**src/rtl/rr_decod_arbiter_if.sv**
```systemverilog
// Request/grant bundle between the requesters (master) and the decoder arbiter (slave).
interface rr_decod_arbiter_if;
  logic [7:0] req;
  logic       done;
  logic [2:0] sel;
  logic       en;
  logic [7:0] gnt;
  logic       busy;

  modport master (output req, output done, input sel, input en, input gnt, input busy);
  modport slave  (input req, input done, output sel, output en, output gnt, output busy);
endinterface

```
**src/rtl/rr_decod_arbiter.sv**
```systemverilog
// Round-robin arbiter for the shared 3-to-8 decoder select path: one grantee at a time,
// bounded hold time, and one dead cycle between grants so decoded outputs never overlap.
module rr_decod_arbiter #(
  parameter int MAX_HOLD = 4,
  parameter int HOLD_W   = 4
) (
  input  logic              clk,
  input  logic              rst,
  rr_decod_arbiter_if.slave bus
);

  typedef enum logic [1:0] {
    S_IDLE  = 2'd0,
    S_GRANT = 2'd1,
    S_GAP   = 2'd2
  } state_t;

  localparam logic [HOLD_W-1:0] HOLD_LAST = HOLD_W'(MAX_HOLD - 1);
  localparam logic [HOLD_W-1:0] HOLD_ONE  = HOLD_W'(1);

  state_t            r_state;
  state_t            w_next_state;
  logic [2:0]        r_sel;
  logic [2:0]        r_ptr;
  logic              r_en;
  logic [7:0]        r_gnt;
  logic [HOLD_W-1:0] r_hold_cnt;

  logic [7:0]        w_rot;
  logic [2:0]        w_offset;
  logic [2:0]        w_winner;
  logic              w_any_req;
  logic              w_release;
  logic              w_busy;

  // Requests rotated so that bit 0 is the requester at ptr (highest priority).
  generate
    for (genvar gi = 0; gi < 8; gi++) begin : g_rot
      assign w_rot[gi] = bus.req[r_ptr + 3'(gi)];
    end
  endgenerate

  always_comb begin
    w_offset = 3'd0;
    for (int k = 7; k >= 0; k--) begin
      if (w_rot[k]) w_offset = 3'(k);
    end
  end

  assign w_winner  = r_ptr + w_offset;
  assign w_any_req = |bus.req;
  assign w_release = !bus.req[r_sel] || bus.done || (r_hold_cnt == HOLD_LAST);

  always_ff @(posedge clk or posedge rst) begin
    if (rst) r_state <= S_IDLE;
    else     r_state <= w_next_state;
  end

  always_comb begin
    w_next_state = r_state;
    case (r_state)
      S_IDLE:  if (w_any_req) w_next_state = S_GRANT;
      S_GRANT: if (w_release) w_next_state = S_GAP;
      S_GAP:   w_next_state = S_IDLE;
      default: w_next_state = S_IDLE;
    endcase
  end

  always_comb begin
    w_busy = (r_state != S_IDLE);
  end

  // sel is deliberately left unchanged on release; only en/gnt drop.
  always_ff @(posedge clk or posedge rst) begin
    if (rst) begin
      r_sel      <= 3'd0;
      r_ptr      <= 3'd0;
      r_en       <= 1'b0;
      r_gnt      <= 8'h00;
      r_hold_cnt <= '0;
    end else begin
      case (r_state)
        S_IDLE: begin
          if (w_any_req) begin
            r_sel      <= w_winner;
            r_en       <= 1'b1;
            r_gnt      <= 8'b1 << w_winner;
            r_hold_cnt <= '0;
          end
        end
        S_GRANT: begin
          r_hold_cnt <= r_hold_cnt + HOLD_ONE;
          if (w_release) begin
            r_en  <= 1'b0;
            r_gnt <= 8'h00;
            r_ptr <= r_sel + 3'd1;
          end
        end
        default: ;
      endcase
    end
  end

  assign bus.sel  = r_sel;
  assign bus.en   = r_en;
  assign bus.gnt  = r_gnt;
  assign bus.busy = w_busy;

endmodule

```
**src/flat_wrapper.sv**
```systemverilog
// flat-port wrapper written by rule: the top's interface ports become plain ports
module rr_decod_arbiter_flat 
#(
  parameter int MAX_HOLD = 4,
  parameter int HOLD_W   = 4
)
  (clk, rst, bus_req, bus_done, bus_sel, bus_en, bus_gnt, bus_busy);
  rr_decod_arbiter_if bus_i ();
  input  logic clk;
  input  logic rst;
  input wire logic [$bits(bus_i.req)-1:0] bus_req;
  input wire logic [$bits(bus_i.done)-1:0] bus_done;
  output wire logic [$bits(bus_i.sel)-1:0] bus_sel;
  output wire logic [$bits(bus_i.en)-1:0] bus_en;
  output wire logic [$bits(bus_i.gnt)-1:0] bus_gnt;
  output wire logic [$bits(bus_i.busy)-1:0] bus_busy;
  assign bus_i.req = bus_req;
  assign bus_i.done = bus_done;
  assign bus_sel = bus_i.sel;
  assign bus_en = bus_i.en;
  assign bus_gnt = bus_i.gnt;
  assign bus_busy = bus_i.busy;
  rr_decod_arbiter #(.MAX_HOLD(MAX_HOLD), .HOLD_W(HOLD_W)) u_core (.clk(clk), .rst(rst), .bus(bus_i));
endmodule
```
**config.mk**
```make
export PLATFORM = sky130hd
export DESIGN_NAME = rr_decod_arbiter_flat
export DESIGN_NICKNAME = d
export VERILOG_FILES = /design/src/rtl/rr_decod_arbiter_if.sv /design/src/rtl/rr_decod_arbiter.sv /design/src/flat_wrapper.sv
export SDC_FILE = /design/constraint.sdc
export NUM_CORES = 1
export LEC_CHECK = 0
export ABC_AREA = 1
export CELL_PAD_IN_SITES_DETAIL_PLACEMENT = 1
export CELL_PAD_IN_SITES_GLOBAL_PLACEMENT = 2
export CORE_MARGIN = 2
export CORE_UTILIZATION = 31
export DETAILED_ROUTE_END_ITERATION = 8
export PLACE_DENSITY = 0.84
export SLEW_MARGIN = 20
export SYNTH_ARGS = -nofsm -noshare
export SYNTH_HDL_FRONTEND = slang
export SYNTH_SLANG_ARGS = --single-unit
```
**constraint.sdc**
```tcl
create_clock -name clk -period 3.95 [get_ports clk]
set_input_delay 1.185 -clock clk [delete_from_list [all_inputs] [get_ports clk]]
set_output_delay 1.185 -clock clk [all_outputs]
set_load 0.05 [all_outputs]
```
==> results of run 1 <==
## worst max-delay path: cells and delay by family
kind / cells / cell delay, ps
AO/OA/AOI/OAI: 1 / 160
XOR/XNOR: 1 / 210
adder cells (fa/ha/maj): 2 / 540
buffers and inverters: 3 / 710
AND/OR/NAND/NOR: 13 / 1010
## synth_stat cells (all sizes together), types with 2 or more instances
library cell  count
xor2              5
o21bai            2
nand4             4
o21ai            11
buf               4
nor2             20
o211ai            2
dfrtp            21
xnor2             5
nand2            71
o22ai             2
inv              19
nand3            40
ha                5
## stage by stage
step	worst slack, ps	hold WS (ps)
finish	305.7	472.2
global route	3.372	516.0
CTS	271.8	478.1
detailed placement	-23.36	462.2
global placement	47.26	460.4
floorplan	735.5	471.2
## kinds of logic after synthesis
kind of cell | Yosys count
flops | 21
buf+inv | 24
xor+xnor | 10
fa+ha+maj | 6
compound gates | 20
simple gates | 136
## flip-flops by register name, indices dropped and copies added, names as in the netlist
signal,flops
u_core.r_hold_cnt,4
u_core.r_ptr,3
u_core.bus.gnt,8
u_core.r_state,2
u_core.bus.sel,3
u_core.bus.en,1
## area by class of cell
cell class / instances / share of cell area, %
clock inverter: 1 / 0.2508
clock buffer: 3 / 2.069
inverter: 19 / 3.824
timing repair buffer: 32 / 14.92
sequential: 21 / 26.33
tap: 70 / 4.389
multi-input combinational: 172 / 48.21
## layer usage
metal  vias up  wire [um]
met4         0         60
met3         5         72
met1       701       1912
met2        13       1991
li1        768          -
met5         -          0
## final timing paths
kind                                     endpoint            start
worst max register to register  u_core.bus.gnt[2]  u_core.r_ptr[1]
min in group asynchronous       u_core.bus.sel[2]              rst
worst max-delay path            u_core.bus.gnt[2]       bus_req[7]
worst min-delay path                u_core.bus.en    u_core.bus.en
worst min register to register      u_core.bus.en    u_core.bus.en
max in group asynchronous       u_core.bus.sel[0]              rst
==> impl_metrics.csv, run 1 <==
group,metric,value,unit
placed_design,io_buffer_count,23,
finish,n_antenna_cell,0,
setup_path,path_class,"input port to register",
sta,fin_crit_sh,92.26,%
finish,drive_above_1_share,16.13,%
synth,synth_area_leaders,"dfrtp_1 (33%), nand2_1 (13%), nand3_1 (11%)",
die,initial_core_util,31.86,%
min_path,hold_path_depth,2,
setup_path,path_max_fanout,5,
sta,hold_viol,0,
routing,drtIter0Drc,39,
clock_network,cts-buffers-inserted,3,
sta,tightest_slew,807.0,ps
setup_path,crit_path_end_kind,"register",
synth,syn_nets,234,
min_path,holdCritPathClass,"register to register",
finish,num-fill-cells,633,
setup_path,slowest_delay,560,ps
routing,postRouteAntennaNets,0,
clock_network,clock_sinks,21,
clock_network,clk_pin_slew_worst_paths,80,ps
sta,maxClockFrequency,274.4,MHz
routing,drtPass1Iterations,4,
setup_path,arrival,3810,ps
die,core.rowCount,26,
finish,final_common_cell,"nand2_1",
clock_network,ctsHtreeMaxLevel,1,
grt,grt_pass1_wl,7.176,mm
synth,synthXorXnorAreaFrac,5.452,%
synth,synth_compound_area_share,7.788,%
sta,fin_worst_skew,7.342,ps
finish,syn_to_final_growth,24.22,%
sta,tns,0,ps
setup_path,start_kind,"input port",
clock_network,cts_root_buf,"clkbuf_8",
finish,postLayoutCoreUtil,39.58,%
sta,fin_crit,3644,ps
placed_design,hpwl,3.352,mm
clock_network,ctsHoldBuffers,0,
synth,synthSimpleGateAreaFrac,41.51,%
run,drv_cap,0,
clock_network,cts.path.max_buffers,2,
die,die_h,75.99,um
finish,layout_common_cells,"nand2_1 (57), nand3_1 (34), clkdlybuf4s50_1 (23)",
die,core-area,0.005042,mm^2
placed_design,place_congestion,0.7887,
grt,grt_pass1_vias,1547,
clock_network,cts_tree,"yes",
synth,synth_fa_ha_area_share,5.140,%
setup_path,crit_required,4110,ps
setup_path,path_cells,"clkdlybuf4s50_1, nand2_1, nand3_1, nand3_1, nand2_1, nand3_1, nand2_1, nand2_1, nand2_1, nand2_1, a21boi_0, ha_1, inv_1, fa_1, xor2_1, inv_1, nand3_4, nand2_4, nand3_1, nand2_1",
grt,grt-busiest-layer,"met2",
routing,vias,1487,
setup_path,crit_top_cell,"nand2_1",
die,pin_count,24,
routing,drc_errors,0,
routing,wl_per_cell,12.69,um
finish,final-instance-count-excl-fill,318,
setup_path,timing.reg2reg.setup_slack,650,ps
placed_design,place_area,0.001949,mm^2
grt,grt_util_all_layers,15.09,%
grt,grt_start_max_net_pins,22,
synth,synth_mux_area_share,0,%
finish,ff_latch_area,525.5,um^2
routing,wl,4.037,mm
synth,synth_top_area_share,32.71,%
placed_design,dpl.cell_count,314,
finish,stdcell_area,0.001996,mm^2
synth,synth-edff-count,0,
clock_network,clock_latency,270,ps
synth,postSynthCellCount,217,
synth,syn_area_per_cell,7.403,um^2
synth,yosys_warnings,0,
grt,overflow,0,
synth,async_flop_share,100.0,%
grt,grt_util_met2,25.98,%
synth,ys_ff_latch,21,
synth,synth_top_family_by_area,"simple AND/OR/NAND/NOR gates",
die,die-width,75.99,um
status,status,"completed",
setup_path,rr_worst_depth,21,
sta,relSlewSlack,46.14,%
setup_path,crit_slowest_cell,"clkdlybuf4s50_1",
sta,report.final.slew_viol_count,0,
finish,multi_input_area,962.2,um^2
clock_network,cts_setup_buffers,0,
sta,finalSetupViolCount,0,
grt,antenna_found_initial,0,
grt,use_met1,19.66,%
sta,rsz0062_at_grt,"no",
synth,ys_types,32,
synth,synth_top_flop_cell,"dfrtp_1",
grt,use_met3,1.659,%
clock_network,cts_resized,0,
synth,seq_area_frac_synth,32.71,%
synth,synth_top_cell_by_area,"dfrtp_1",
die,die_area,0.005774,mm^2
routing,via_per_inst,4.676,
synth,netlist_area,0.001607,mm^2
finish,nets,266,
Power of run 1 is left out: the tool's default activity adds up to more than one toggle a clock period on the data nets, which glitch-free logic cannot reach.
==> inputs of run 2 (changes only) <==
SKIP_LAST_GASP = 1   (was not set)
==> results of run 2 <==
The final DEF is identical to that of run 1; final timing and power are the same.
Power of run 2 is left out for the same reason.
==> inputs of run 3 (changes only) <==
CAP_MARGIN = 20   (was not set)
CORE_MARGIN = 1   (was 2)
==> run 3 against run 2 <==
Net effect: via count rose by 2.1%; clock-buffer cell count unchanged; worst hold slack better by 22 ps; core utilization rose by 1.7 points; flip-flop and latch count stayed put; first-iteration DRC count up 54%; routed wire length grew 0.32%; cell area is 0.19% higher; global-route usage rose by 1.5 points; critical path type unchanged; largest cell class unchanged.
==> impl_metrics.csv, run 3 (same netlist as run 1, synthesis figures left out) <==
group,metric,value,unit
finish,n_antenna_cell,0,
clock_network,ctsHoldBuffers,0,
sta,tightest_slew,826.3,ps
setup_path,path_class,"input port to register",
finish,nets,267,
routing,drtPass1Iterations,4,
clock_network,cts_setup_buffers,0,
clock_network,cts_resized,0,
setup_path,start_kind,"input port",
clock_network,clk_pin_slew_worst_paths,80,ps
setup_path,path_max_fanout,5,
sta,tns,0,ps
sta,fin_worst_skew,4.061,ps
clock_network,ctsHtreeMaxLevel,1,
die,core.rowCount,25,
placed_design,hpwl,3.307,mm
sta,relSlewSlack,44.85,%
sta,fin_crit,3639,ps
setup_path,crit_top_cell,"nand2_1",
die,die-width,73.99,um
setup_path,slowest_delay,550,ps
sta,fin_crit_sh,92.12,%
placed_design,pre_cts_slack,-16.26,ps
sta,hold_viol,0,
min_path,holdCritPathClass,"register to register",
sta,worst_slack,311.1,ps
clock_network,cts.path.max_buffers,2,
grt,antenna_found_initial,0,
clock_network,clock_sinks,21,
finish,layout_common_cells,"nand2_1 (57), nand3_1 (34), clkdlybuf4s50_1 (23)",
routing,postRouteAntennaNets,0,
run,drv_cap,0,
routing,wl_per_cell,12.82,um
setup_path,crit_required,4110,ps
status,status,"completed",
clock_network,clock_latency,270,ps
sta,maxClockFrequency,274.8,MHz
grt,grt_start_max_net_pins,22,
sta,report.final.slew_viol_count,0,
die,initial_core_util,33.14,%
sta,rsz0062_at_grt,"no",
finish,largest_register_ffs,8,
finish,syn_to_final_growth,24.45,%
die,die_h,73.99,um
setup_path,crit_slowest_cell,"clkdlybuf4s50_1",
routing,drc_errors,0,
placed_design,io_buffer_count,23,
sta,finalSetupViolCount,0,
placed_design,dpl.cell_count,312,
die,core-area,0.004848,mm^2
finish,drive_above_1_share,16.47,%
grt,grt_pass1_vias,1523,
placed_design,place_congestion,0.7516,
die,pin_count,24,
clock_network,cts_root_buf,"clkbuf_8",
grt,grt_util_all_layers,16.56,%
routing,via_per_inst,4.804,
grt,grt_pass1_wl,6.975,mm
clock_network,cts-buffers-inserted,3,
finish,final_common_cell,"nand2_1",
setup_path,crit_path_end_kind,"register",
clock_network,cts_tree,"yes",
die,die_area,0.005475,mm^2
routing,wl,4.050,mm
routing,vias,1518,
setup_path,arrival,3800,ps
sta,hold-worst-slack,493.7,ps
routing,drtIter0Drc,60,
setup_path,path_cells,"clkdlybuf4s50_1, nand2_1, nand3_1, nand3_1, nand2_1, nand3_1, nand2_1, nand2_1, nand2_1, nand2_1, a21boi_0, ha_1, inv_1, fa_1, xor2_1, inv_1, nand3_4, nand2_4, nand3_1, nand2_1",
finish,num-fill-cells,631,
grt,overflow,0,
finish,final-instance-count-excl-fill,316,
## run 3: final cells by class
| cell class | count | area [um^2] | area share, % |
|---|---|---|---|
| Sequential cell | 21 | 525.5 | 26.28 |
| Multi-Input combinational cell | 172 | 962.2 | 48.12 |
| Tap cell | 67 | 83.83 | 4.193 |
| Clock inverter | 1 | 5.005 | 0.2503 |
| Clock buffer | 3 | 41.29 | 2.065 |
| Timing Repair Buffer | 33 | 305.3 | 15.27 |
| Inverter | 19 | 76.32 | 3.817 |
## run 3: path summary, 6_finish.rpt
kind | start | end | slack [ps] | cells after the start
max | bus_req[7] | u_core.bus.gnt[2] | 310 | 20
min in group asynchronous | rst | u_core.bus.gnt[3] | 1370 | 2
min | u_core.bus.en | u_core.bus.en | 490 | 2
max in group asynchronous | rst | u_core.r_ptr[1] | 2070 | 2
max reg2reg | u_core.r_ptr[1] | u_core.bus.gnt[2] | 620 | 21
min reg2reg | u_core.bus.en | u_core.bus.en | 490 | 2
## run 3: stage by stage
step,utilization [%],area [um^2]
detailed placement,40.28,1953
floorplan,-,1607
global route,41.24,1999
CTS,41.24,1999
finish,41.24,1999
global placement,40.28,1953
## run 3: layer usage
layer | share of wire, % | up-vias | global-route usage [%]
li1 | - | 776 | -
met1 | 49 | 718 | 22.09
met2 | 47 | 19 | 27.88
met3 | 2.0 | 5 | 1.355
met4 | 1.5 | 0 | 6.410
met5 | 0 | - | 0
## run 3: worst max-delay path, delay by kind of cell
family,cells,cell delay [ps]
fa+ha+maj,2,540
buf+inv,3,690
xor+xnor,1,190
compound gates,1,170
simple gates,13,1020
Power of run 3 is left out for the same reason.
